`src/rtl/ripple_adder_arbiter_if.sv`:
```
// rtl/ripple_adder_arbiter_if.sv - request/response bundle for ripple_adder_arbiter
//
// Ports (signals carried by the interface):
//   req0_valid/req0_ready/req0_x/req0_y/req0_sel  requester 0 handshake and operands
//   req1_valid/req1_ready/req1_x/req1_y/req1_sel  requester 1 handshake and operands
//   rsp_valid/rsp_ready/rsp_id/rsp_sum/rsp_cout/rsp_overflow  shared response port
//   busy                                          arbiter is executing or presenting a result
// Modports: slave = arbiter side, master = requesters plus response consumer.

interface ripple_adder_arbiter_if;
    logic       req0_valid;
    logic       req0_ready;
    logic [5:0] req0_x;
    logic [5:0] req0_y;
    logic       req0_sel;
    logic       req1_valid;
    logic       req1_ready;
    logic [5:0] req1_x;
    logic [5:0] req1_y;
    logic       req1_sel;
    logic       rsp_valid;
    logic       rsp_ready;
    logic       rsp_id;
    logic [5:0] rsp_sum;
    logic       rsp_cout;
    logic       rsp_overflow;
    logic       busy;

    modport slave (
        input  req0_valid, req0_x, req0_y, req0_sel,
        input  req1_valid, req1_x, req1_y, req1_sel,
        input  rsp_ready,
        output req0_ready, req1_ready,
        output rsp_valid, rsp_id, rsp_sum, rsp_cout, rsp_overflow, busy
    );

    modport master (
        output req0_valid, req0_x, req0_y, req0_sel,
        output req1_valid, req1_x, req1_y, req1_sel,
        output rsp_ready,
        input  req0_ready, req1_ready,
        input  rsp_valid, rsp_id, rsp_sum, rsp_cout, rsp_overflow, busy
    );
endinterface

```
`src/rtl/ripple_adder_arbiter.sv`:
```
// rtl/ripple_adder_arbiter.sv - round-robin shared six-bit ripple adder/subtractor
//
// six_bit_ripple_adder ports:
//   x_i, y_i  6-bit operands; sel_i 0 = add, 1 = subtract
//   sum_o     6-bit result; cout_o carry out of bit 5; ovf_o signed overflow
// ripple_adder_arbiter ports:
//   clk    rising-edge clock
//   reset  asynchronous active-high reset
//   bus    ripple_adder_arbiter_if.slave: two request ports, one response port, busy

module six_bit_ripple_adder (
    input  logic [5:0] x_i,
    input  logic [5:0] y_i,
    input  logic       sel_i,
    output logic [5:0] sum_o,
    output logic       cout_o,
    output logic       ovf_o
);
    logic [6:0] carry;
    logic [5:0] y_inv;

    // Subtraction is x + ~y + 1: invert y and inject sel as the carry-in.
    assign y_inv    = y_i ^ {6{sel_i}};
    assign carry[0] = sel_i;

    for (genvar i = 0; i < 6; i++) begin : g_bit
        assign sum_o[i]   = x_i[i] ^ y_inv[i] ^ carry[i];
        assign carry[i+1] = (x_i[i] & y_inv[i]) | (carry[i] & (x_i[i] ^ y_inv[i]));
    end

    assign cout_o = carry[6];
    assign ovf_o  = carry[5] ^ carry[6];
endmodule

module ripple_adder_arbiter #(
    parameter int SETTLE_CYCLES = 1,
    parameter int PRIORITY_INIT = 0
) (
    input  logic                          clk,
    input  logic                          reset,
    ripple_adder_arbiter_if.slave         bus
);
    typedef enum logic [1:0] {IDLE, EXEC, RESP} state_t;

    localparam logic [3:0] CNT_INIT = 4'(SETTLE_CYCLES - 1);
    // rr_last names the requester that lost priority, so the favoured one is its complement.
    localparam logic       RR_INIT  = (PRIORITY_INIT == 0) ? 1'b1 : 1'b0;

    state_t     state_q, state_d;
    logic       rr_last_q, rr_last_d;
    logic [5:0] x_q, x_d;
    logic [5:0] y_q, y_d;
    logic       sel_q, sel_d;
    logic       id_q, id_d;
    logic [3:0] cnt_q, cnt_d;
    logic       rsp_valid_q, rsp_valid_d;
    logic       rsp_id_q, rsp_id_d;
    logic [5:0] rsp_sum_q, rsp_sum_d;
    logic       rsp_cout_q, rsp_cout_d;
    logic       rsp_ovf_q, rsp_ovf_d;
    logic       gnt0, gnt1;

    logic [5:0] add_sum;
    logic       add_cout;
    logic       add_ovf;

    // Fed only from the operand registers so port changes cannot disturb an op in flight.
    six_bit_ripple_adder u_adder (
        .x_i    (x_q),
        .y_i    (y_q),
        .sel_i  (sel_q),
        .sum_o  (add_sum),
        .cout_o (add_cout),
        .ovf_o  (add_ovf)
    );

    always_ff @(posedge clk or posedge reset) begin
        if (reset) begin
            state_q     <= IDLE;
            rr_last_q   <= RR_INIT;
            x_q         <= '0;
            y_q         <= '0;
            sel_q       <= 1'b0;
            id_q        <= 1'b0;
            cnt_q       <= '0;
            rsp_valid_q <= 1'b0;
            rsp_id_q    <= 1'b0;
            rsp_sum_q   <= '0;
            rsp_cout_q  <= 1'b0;
            rsp_ovf_q   <= 1'b0;
        end else begin
            state_q     <= state_d;
            rr_last_q   <= rr_last_d;
            x_q         <= x_d;
            y_q         <= y_d;
            sel_q       <= sel_d;
            id_q        <= id_d;
            cnt_q       <= cnt_d;
            rsp_valid_q <= rsp_valid_d;
            rsp_id_q    <= rsp_id_d;
            rsp_sum_q   <= rsp_sum_d;
            rsp_cout_q  <= rsp_cout_d;
            rsp_ovf_q   <= rsp_ovf_d;
        end
    end

    always_comb begin
        state_d     = state_q;
        rr_last_d   = rr_last_q;
        x_d         = x_q;
        y_d         = y_q;
        sel_d       = sel_q;
        id_d        = id_q;
        cnt_d       = cnt_q;
        rsp_valid_d = rsp_valid_q;
        rsp_id_d    = rsp_id_q;
        rsp_sum_d   = rsp_sum_q;
        rsp_cout_d  = rsp_cout_q;
        rsp_ovf_d   = rsp_ovf_q;
        gnt0        = 1'b0;
        gnt1        = 1'b0;

        case (state_q)
            IDLE: begin
                // Under contention the requester that did not win last time is served.
                gnt0 = bus.req0_valid & (~bus.req1_valid | rr_last_q);
                gnt1 = bus.req1_valid & (~bus.req0_valid | ~rr_last_q);
                if (gnt0 | gnt1) begin
                    x_d       = gnt1 ? bus.req1_x   : bus.req0_x;
                    y_d       = gnt1 ? bus.req1_y   : bus.req0_y;
                    sel_d     = gnt1 ? bus.req1_sel : bus.req0_sel;
                    id_d      = gnt1;
                    rr_last_d = gnt1;
                    cnt_d     = CNT_INIT;
                    state_d   = EXEC;
                end
            end
            EXEC: begin
                if (cnt_q != 4'd0) begin
                    cnt_d = cnt_q - 4'd1;
                end else begin
                    rsp_sum_d   = add_sum;
                    rsp_cout_d  = add_cout;
                    rsp_ovf_d   = add_ovf;
                    rsp_id_d    = id_q;
                    rsp_valid_d = 1'b1;
                    state_d     = RESP;
                end
            end
            RESP: begin
                if (rsp_valid_q & bus.rsp_ready) begin
                    rsp_valid_d = 1'b0;
                    state_d     = IDLE;
                end
            end
            default: state_d = IDLE;
        endcase
    end

    assign bus.req0_ready   = gnt0;
    assign bus.req1_ready   = gnt1;
    assign bus.rsp_valid    = rsp_valid_q;
    assign bus.rsp_id       = rsp_id_q;
    assign bus.rsp_sum      = rsp_sum_q;
    assign bus.rsp_cout     = rsp_cout_q;
    assign bus.rsp_overflow = rsp_ovf_q;
    assign bus.busy         = (state_q != IDLE);
endmodule

```
`src/flat_wrapper.sv`:
```
// flat-port wrapper written by rule: the top's interface ports become plain ports
module ripple_adder_arbiter_flat 
#(
    parameter int SETTLE_CYCLES = 1,
    parameter int PRIORITY_INIT = 0
)
  (clk, reset, bus_req0_valid, bus_req0_x, bus_req0_y, bus_req0_sel, bus_req1_valid, bus_req1_x, bus_req1_y, bus_req1_sel, bus_rsp_ready, bus_req0_ready, bus_req1_ready, bus_rsp_valid, bus_rsp_id, bus_rsp_sum, bus_rsp_cout, bus_rsp_overflow, bus_busy);
  ripple_adder_arbiter_if bus_i ();
  input  logic clk;
  input  logic reset;
  input wire logic [$bits(bus_i.req0_valid)-1:0] bus_req0_valid;
  input wire logic [$bits(bus_i.req0_x)-1:0] bus_req0_x;
  input wire logic [$bits(bus_i.req0_y)-1:0] bus_req0_y;
  input wire logic [$bits(bus_i.req0_sel)-1:0] bus_req0_sel;
  input wire logic [$bits(bus_i.req1_valid)-1:0] bus_req1_valid;
  input wire logic [$bits(bus_i.req1_x)-1:0] bus_req1_x;
  input wire logic [$bits(bus_i.req1_y)-1:0] bus_req1_y;
  input wire logic [$bits(bus_i.req1_sel)-1:0] bus_req1_sel;
  input wire logic [$bits(bus_i.rsp_ready)-1:0] bus_rsp_ready;
  output wire logic [$bits(bus_i.req0_ready)-1:0] bus_req0_ready;
  output wire logic [$bits(bus_i.req1_ready)-1:0] bus_req1_ready;
  output wire logic [$bits(bus_i.rsp_valid)-1:0] bus_rsp_valid;
  output wire logic [$bits(bus_i.rsp_id)-1:0] bus_rsp_id;
  output wire logic [$bits(bus_i.rsp_sum)-1:0] bus_rsp_sum;
  output wire logic [$bits(bus_i.rsp_cout)-1:0] bus_rsp_cout;
  output wire logic [$bits(bus_i.rsp_overflow)-1:0] bus_rsp_overflow;
  output wire logic [$bits(bus_i.busy)-1:0] bus_busy;
  assign bus_i.req0_valid = bus_req0_valid;
  assign bus_i.req0_x = bus_req0_x;
  assign bus_i.req0_y = bus_req0_y;
  assign bus_i.req0_sel = bus_req0_sel;
  assign bus_i.req1_valid = bus_req1_valid;
  assign bus_i.req1_x = bus_req1_x;
  assign bus_i.req1_y = bus_req1_y;
  assign bus_i.req1_sel = bus_req1_sel;
  assign bus_i.rsp_ready = bus_rsp_ready;
  assign bus_req0_ready = bus_i.req0_ready;
  assign bus_req1_ready = bus_i.req1_ready;
  assign bus_rsp_valid = bus_i.rsp_valid;
  assign bus_rsp_id = bus_i.rsp_id;
  assign bus_rsp_sum = bus_i.rsp_sum;
  assign bus_rsp_cout = bus_i.rsp_cout;
  assign bus_rsp_overflow = bus_i.rsp_overflow;
  assign bus_busy = bus_i.busy;
  ripple_adder_arbiter #(.SETTLE_CYCLES(SETTLE_CYCLES), .PRIORITY_INIT(PRIORITY_INIT)) u_core (.clk(clk), .reset(reset), .bus(bus_i));
endmodule
```
`config.mk`:
```
export PLATFORM = sky130hd
export DESIGN_NAME = ripple_adder_arbiter_flat
export DESIGN_NICKNAME = d
export VERILOG_FILES = /design/src/rtl/ripple_adder_arbiter_if.sv /design/src/rtl/ripple_adder_arbiter.sv /design/src/flat_wrapper.sv
export SDC_FILE = /design/constraint.sdc
export NUM_CORES = 1
export LEC_CHECK = 0
export CAP_MARGIN = 20
export CORE_MARGIN = 10
export CORE_UTILIZATION = 45
export CTS_BUF_LIST = sky130_fd_sc_hd__clkbuf_16
export CTS_CLUSTER_SIZE = 16
export DETAILED_ROUTE_END_ITERATION = 10
export GPL_TIMING_DRIVEN = 0
export PLACE_DENSITY = 0.71
export SYNTH_ARGS = -nofsm -noshare
export SYNTH_HDL_FRONTEND = slang
export SYNTH_HIERARCHICAL = 1
export SYNTH_SLANG_ARGS = --single-unit
```
`constraint.sdc`:
```
create_clock -name clk -period 7.2 [get_ports clk]
set_clock_uncertainty 0.2 [all_clocks]
set_input_delay 1.44 -clock clk [delete_from_list [all_inputs] [get_ports clk]]
set_output_delay 1.44 -clock clk [all_outputs]
set_load 0.02 [all_outputs]
```
# After elaboration in Yosys (flattened, before gate mapping)

Cells that the tools add are included.

Bits in registers: 31
Output and inout bits: 13
Word-level logic and storage cells: 86

Add/subtract/negate cells: 1
Equal/unequal tests: 6
Muxes and demuxes: 15
Bitwise gates (word level): 42
Reduce and logical (&&, ||, !) cells: 10

Operators by type and width:

| kind                                                  | number |
|---|---|
| AND 1 bit                                             | 15 |
| XOR 1 bit                                             | 13 |
| two-way mux 6 bit                                     | 2 |
| bitwise OR 1 bit                                      | 9 |
| AND reduction 3 bit                                   | 3 |
| two-way mux 4 bit                                     | 2 |
| one-hot mux 4 bit (2 select lines)                    | 1 |
| two-way mux 2 bit                                     | 3 |
| inequality test 2 x 1 -> 1 bit, second input constant | 3 |
| one-hot mux 2 bit (3 select lines)                    | 1 |
| nonzero test 2 bit                                    | 3 |
| XOR 6 bit                                             | 1 |
| two-way mux 1 bit                                     | 5 |
| inverter 1 bit                                        | 4 |
| AND reduction 2 bit                                   | 2 |
| nonzero test 4 bit                                    | 1 |
| subtractor 4 x 1 -> 4 bit, second input constant      | 1 |
| == test 2 x 1 -> 1 bit, second input constant         | 1 |
| == test 2 bit, second input constant                  | 1 |
| logical NOT 2 bit                                     | 1 |
| inequality test 2 bit, second input constant          | 1 |
| one-hot mux 1 bit (2 select lines)                    | 1 |

# Depth between registers and ports, before layout

Depth in word-level cells: 15
Gate-level depth with buffers: 11
Gate-level depth less buffers: 10

# Modules after synthesis

Netlist, hierarchy kept.

By module, submodules not included:

| module               | times used | cells each | area an instance (sq um) | sequential area each (sq um) |
|---|---|---|---|---|
| ripple_adder_arbiter | 1          | 109        | 1559.0                   | 777.0 |
| six_bit_ripple_adder | 1          | 22         | 214.0                    | 0.0 |

# Worst setup path before layout

No wires, ideal clock.

Path type: input to output
Start point: input port bus_req1_valid
End point: output port bus_req1_ready
Data arrival time: 2.053 ns
Path slack: 3.507 ns
Stages on the path: 3
Path buffers: 1
Cell sequence: a21boi_4 > buf_6 > and2_2

Longest elaborated chain between the ends: 2

RTL lines:

| item              | line                        | RTL |
|---|---|---|
| from (decl)       | flat_wrapper.sv:15          | `input wire logic [$bits(bus_i.req1_valid)-1:0] bus_req1_valid;` |
| AND 1 bit         | ripple_adder_arbiter.sv:127 | `gnt1 = bus.req1_valid & (~bus.req0_valid \| ~rr_last_q);` |
| two-way mux 1 bit | ripple_adder_arbiter.sv:123 | `case (state_q)` |
| to (decl)         | flat_wrapper.sv:21          | `output wire logic [$bits(bus_i.req1_ready)-1:0] bus_req1_ready;` |

Every way passes these cells.

# Final worst setup path

Ends and elaborated chain as after synthesis.

==> results.tsv <==
metric	value	unit
Achievable Freq	0.204	GHz
Post-synth EDFFs	0	
via/cell ratio	5.02	
Post-CTS Hold Fix Bufs	0	
hpwl dp	2970	microns
Avg Inst Size Synth	13.5	sq um
RSZ-0062 raised after global routing	false	
Clock Power Share	16.3	%
drt wl/cell	16.0	microns
clk sinks	31	
clk buf depth	2	
nets@finish	220	
fraction of registers with async set/reset	100	%
Post-CTS Setup Inserts	0	
Skew-Pair Late Insertion Delay	0.27	ns
Worst EP required	5.56	ns
Total GRT Usage	11.5	%
CP Buf/Inv Count	3	
Sw Ratio	36.3	%
Register Area	777	sq um
total power	1.15	mW
Mapped Area	1770	sq um
CTS Root Buffer Type	clkbuf_16	
Post-CTS Resized	0	
Worst Path Arrival	3.25	ns
largest cells by area after synthesis	dfrtp_1 (42%), mux2_4 (15%), mux2_2 (11%), fa_1 (5.6%), inv_1 (2.8%)	
largest net degree at the start of global routing	23	
top cell type's share of synthesized area	42.3	%
Die ar.	6850	sq um
# setup viols final	0	
# diodes	0	
Cell Int Power	0.735	mW
Pins Over Slew Limit	0	
share of layout cells above drive strength 1	30.1	%
DRT iter0 DRCs	56	
DRC errors left	0	
top_reg_cell synth	dfrtp_1	
register area share after synthesis	43.8	%
crit-path cells	clkdlybuf4s50_1, a21boi_4, buf_6, and2_2, clkdlybuf4s50_1	
warnings from Yosys	6	
setup TNS	0	ns
Gate power share	54.4	%
total CTS buffers	5	
R2R depth	10	
crit path kind	in -> out	
Synth Instances	131	
Die Width	82.8	microns
Net Switching	0.420	mW
most used cell, CP	clkdlybuf4s50_1	
Yosys top cell by area	dfrtp_1	
CP max stage cell	clkdlybuf4s50_1	
CP startpoint kind	primary input	
Tightest Pin Transition	0.452	ns
area taken by multi-input logic gates	902	sq um
CP Max Fanout	10	
period utilization	68.0	%
First-pass DRT Iterations	4	
total routed wirelength	3690	microns
Top Ports	44	
#FFs+latches synth	31	
initial antenna violation count	0	
gpl congestion	0.797	
final hold violation count	0	
first-pass GRT wire length	6020	microns
gr ovfl total	0	
synth unique cells	33	
maximum VDD drop	0.205	mV
Final ANT Viol Nets	0	
Die H	82.8	microns
Core Area	3740	sq um
Layout area overhead	37.0	%
Hold Path Class	reg -> reg	
Max Cap Viol	0	
Critical Path End Type	primary output	
sequential power share	29.3	%
syn_nets	169	
via count	1160	
Site Rows	22	
Initial Util	47.4	%
Hold Path Cell Cnt	1	
PD cells	476	nW/um^2
Crit. path cell count	5	
TritonCTS clock tree	done	
Slew headroom	69.8	%
vias in the first global route	1310	
status	completed	
H-tree Lvls	2	
Top delay family on crit path	buffers and inverters	
CP peak stage delay	0.60	ns
clock slew seen by the registers of the worst setup and hold paths	0.05	ns
leakage power figure	1.09	nW
IO Port Bufs	43	
Final min period	4.89	ns
# fillers	298	
## through the flow
step	setup slack [ns]	util (%)	hold slack (ns)	area, sq um	std cells
floorplan	3.51	-	0.246	1770	131
global placement	2.31	60.5	0.257	2260	222
global route	2.23	64.9	0.292	2430	231
CTS	2.29	64.9	0.279	2430	231
finish	2.31	64.9	0.273	2430	231
detailed placement	2.28	61.2	0.268	2290	223
## cells by family (layout without fill, tap and decap cells)
family	after synthesis	count (layout)	share of synthesized area [%]
buf+inv	17	69	5.29
flops	31	31	43.8
fa+ha+maj	7	7	7.06
mux	37	37	27.2
xor+xnor	7	7	3.46
compound gates	14	14	5.93
simple gates	18	18	7.20
## cell usage after synthesis, drive strengths merged, types with 3 or more instances
library cell,n
mux2,36
dfrtp,30
inv,13
nand2,6
fa,5
buf,4
xnor2,4
nor2,3
o21ai,3
xor2,3
## state kept, by name, summed over array words and instances (netlist names)
register and cells:
u_core/bus.rsp_sum 6, u_core/x_q 6, u_core/y_q 6, u_core/cnt_q 4, u_core/state_q 2, u_core/bus.rsp_cout 1
u_core/bus.rsp_id 1, u_core/bus.rsp_overflow 1, u_core/bus.rsp_valid 1, u_core/id_q 1, u_core/rr_last_q 1, u_core/sel_q 1
## cell type report
class | instances | area share [%]
Inverter | 13 | 2.01
Clock buffer | 5 | 5.15
Sequential cell | 31 | 32.0
Timing Repair Buffer | 44 | 18.9
Clock inverter | 3 | 0.515
Buffer | 4 | 1.85
Multi-Input combinational cell | 83 | 37.1
Tap cell | 48 | 2.47
## per-layer routing
metal  up-vias  wire, microns  GRT usage (%)
met5         -              0              0
met4         0             66           6.19
met3         7            237           4.53
met2        31           1840           18.1
met1       571           1550           13.1
li1        551              -              -
## final timing paths
check | from | endpoint | slack (ns)
setup / recovery | bus_req1_valid | bus_req1_ready | 2.31
setup reg to reg | u_core/sel_q | u_core/bus.rsp_sum[5] | 3.97
min in group asynchronous | reset | u_core/bus.rsp_sum[0] | 1.28
max in group asynchronous | reset | u_core/rr_last_q | 4.98
hold / removal | u_core/id_q | u_core/id_q | 0.27
hold reg to reg | u_core/id_q | u_core/id_q | 0.27
## power groups by stage
stage / sequential, mW / combinational (mW) / clock [mW]
after floorplan: 0.360 / 0.420 / 0
after global placement: 0.334 / 0.614 / 0
after detailed placement: 0.341 / 0.633 / 0
after CTS: 0.339 / 0.635 / 0.195
after global routing: 0.351 / 0.686 / 0.203
final: 0.338 / 0.628 / 0.189
## placed cells by master, fill, tap and decap left out, types with 3 or more instances in the layout
cell,Yosys,final
inv_1,13,15
clkdlybuf4s50_1,0,43
nand2_1,5,5
o21ai_0,3,3
mux2_2,17,17
fa_1,5,5
dfrtp_1,30,30
clkbuf_16,0,5
buf_6,4,4
xnor2_1,4,4
xor2_1,3,3
mux2_4,18,18
## worst reg2reg max path: stages (launching register included)
cell and delay [ns]:
dfrtp_1 0.39, buf_6 0.15, xor2_1 0.19, fa_1 0.20
inv_1 0.05, fa_1 0.37, fa_1 0.39, fa_1 0.43
inv_1 0.09, fa_1 0.40, mux2_2 0.27
Note: power is estimated with default switching activity, not from simulation.
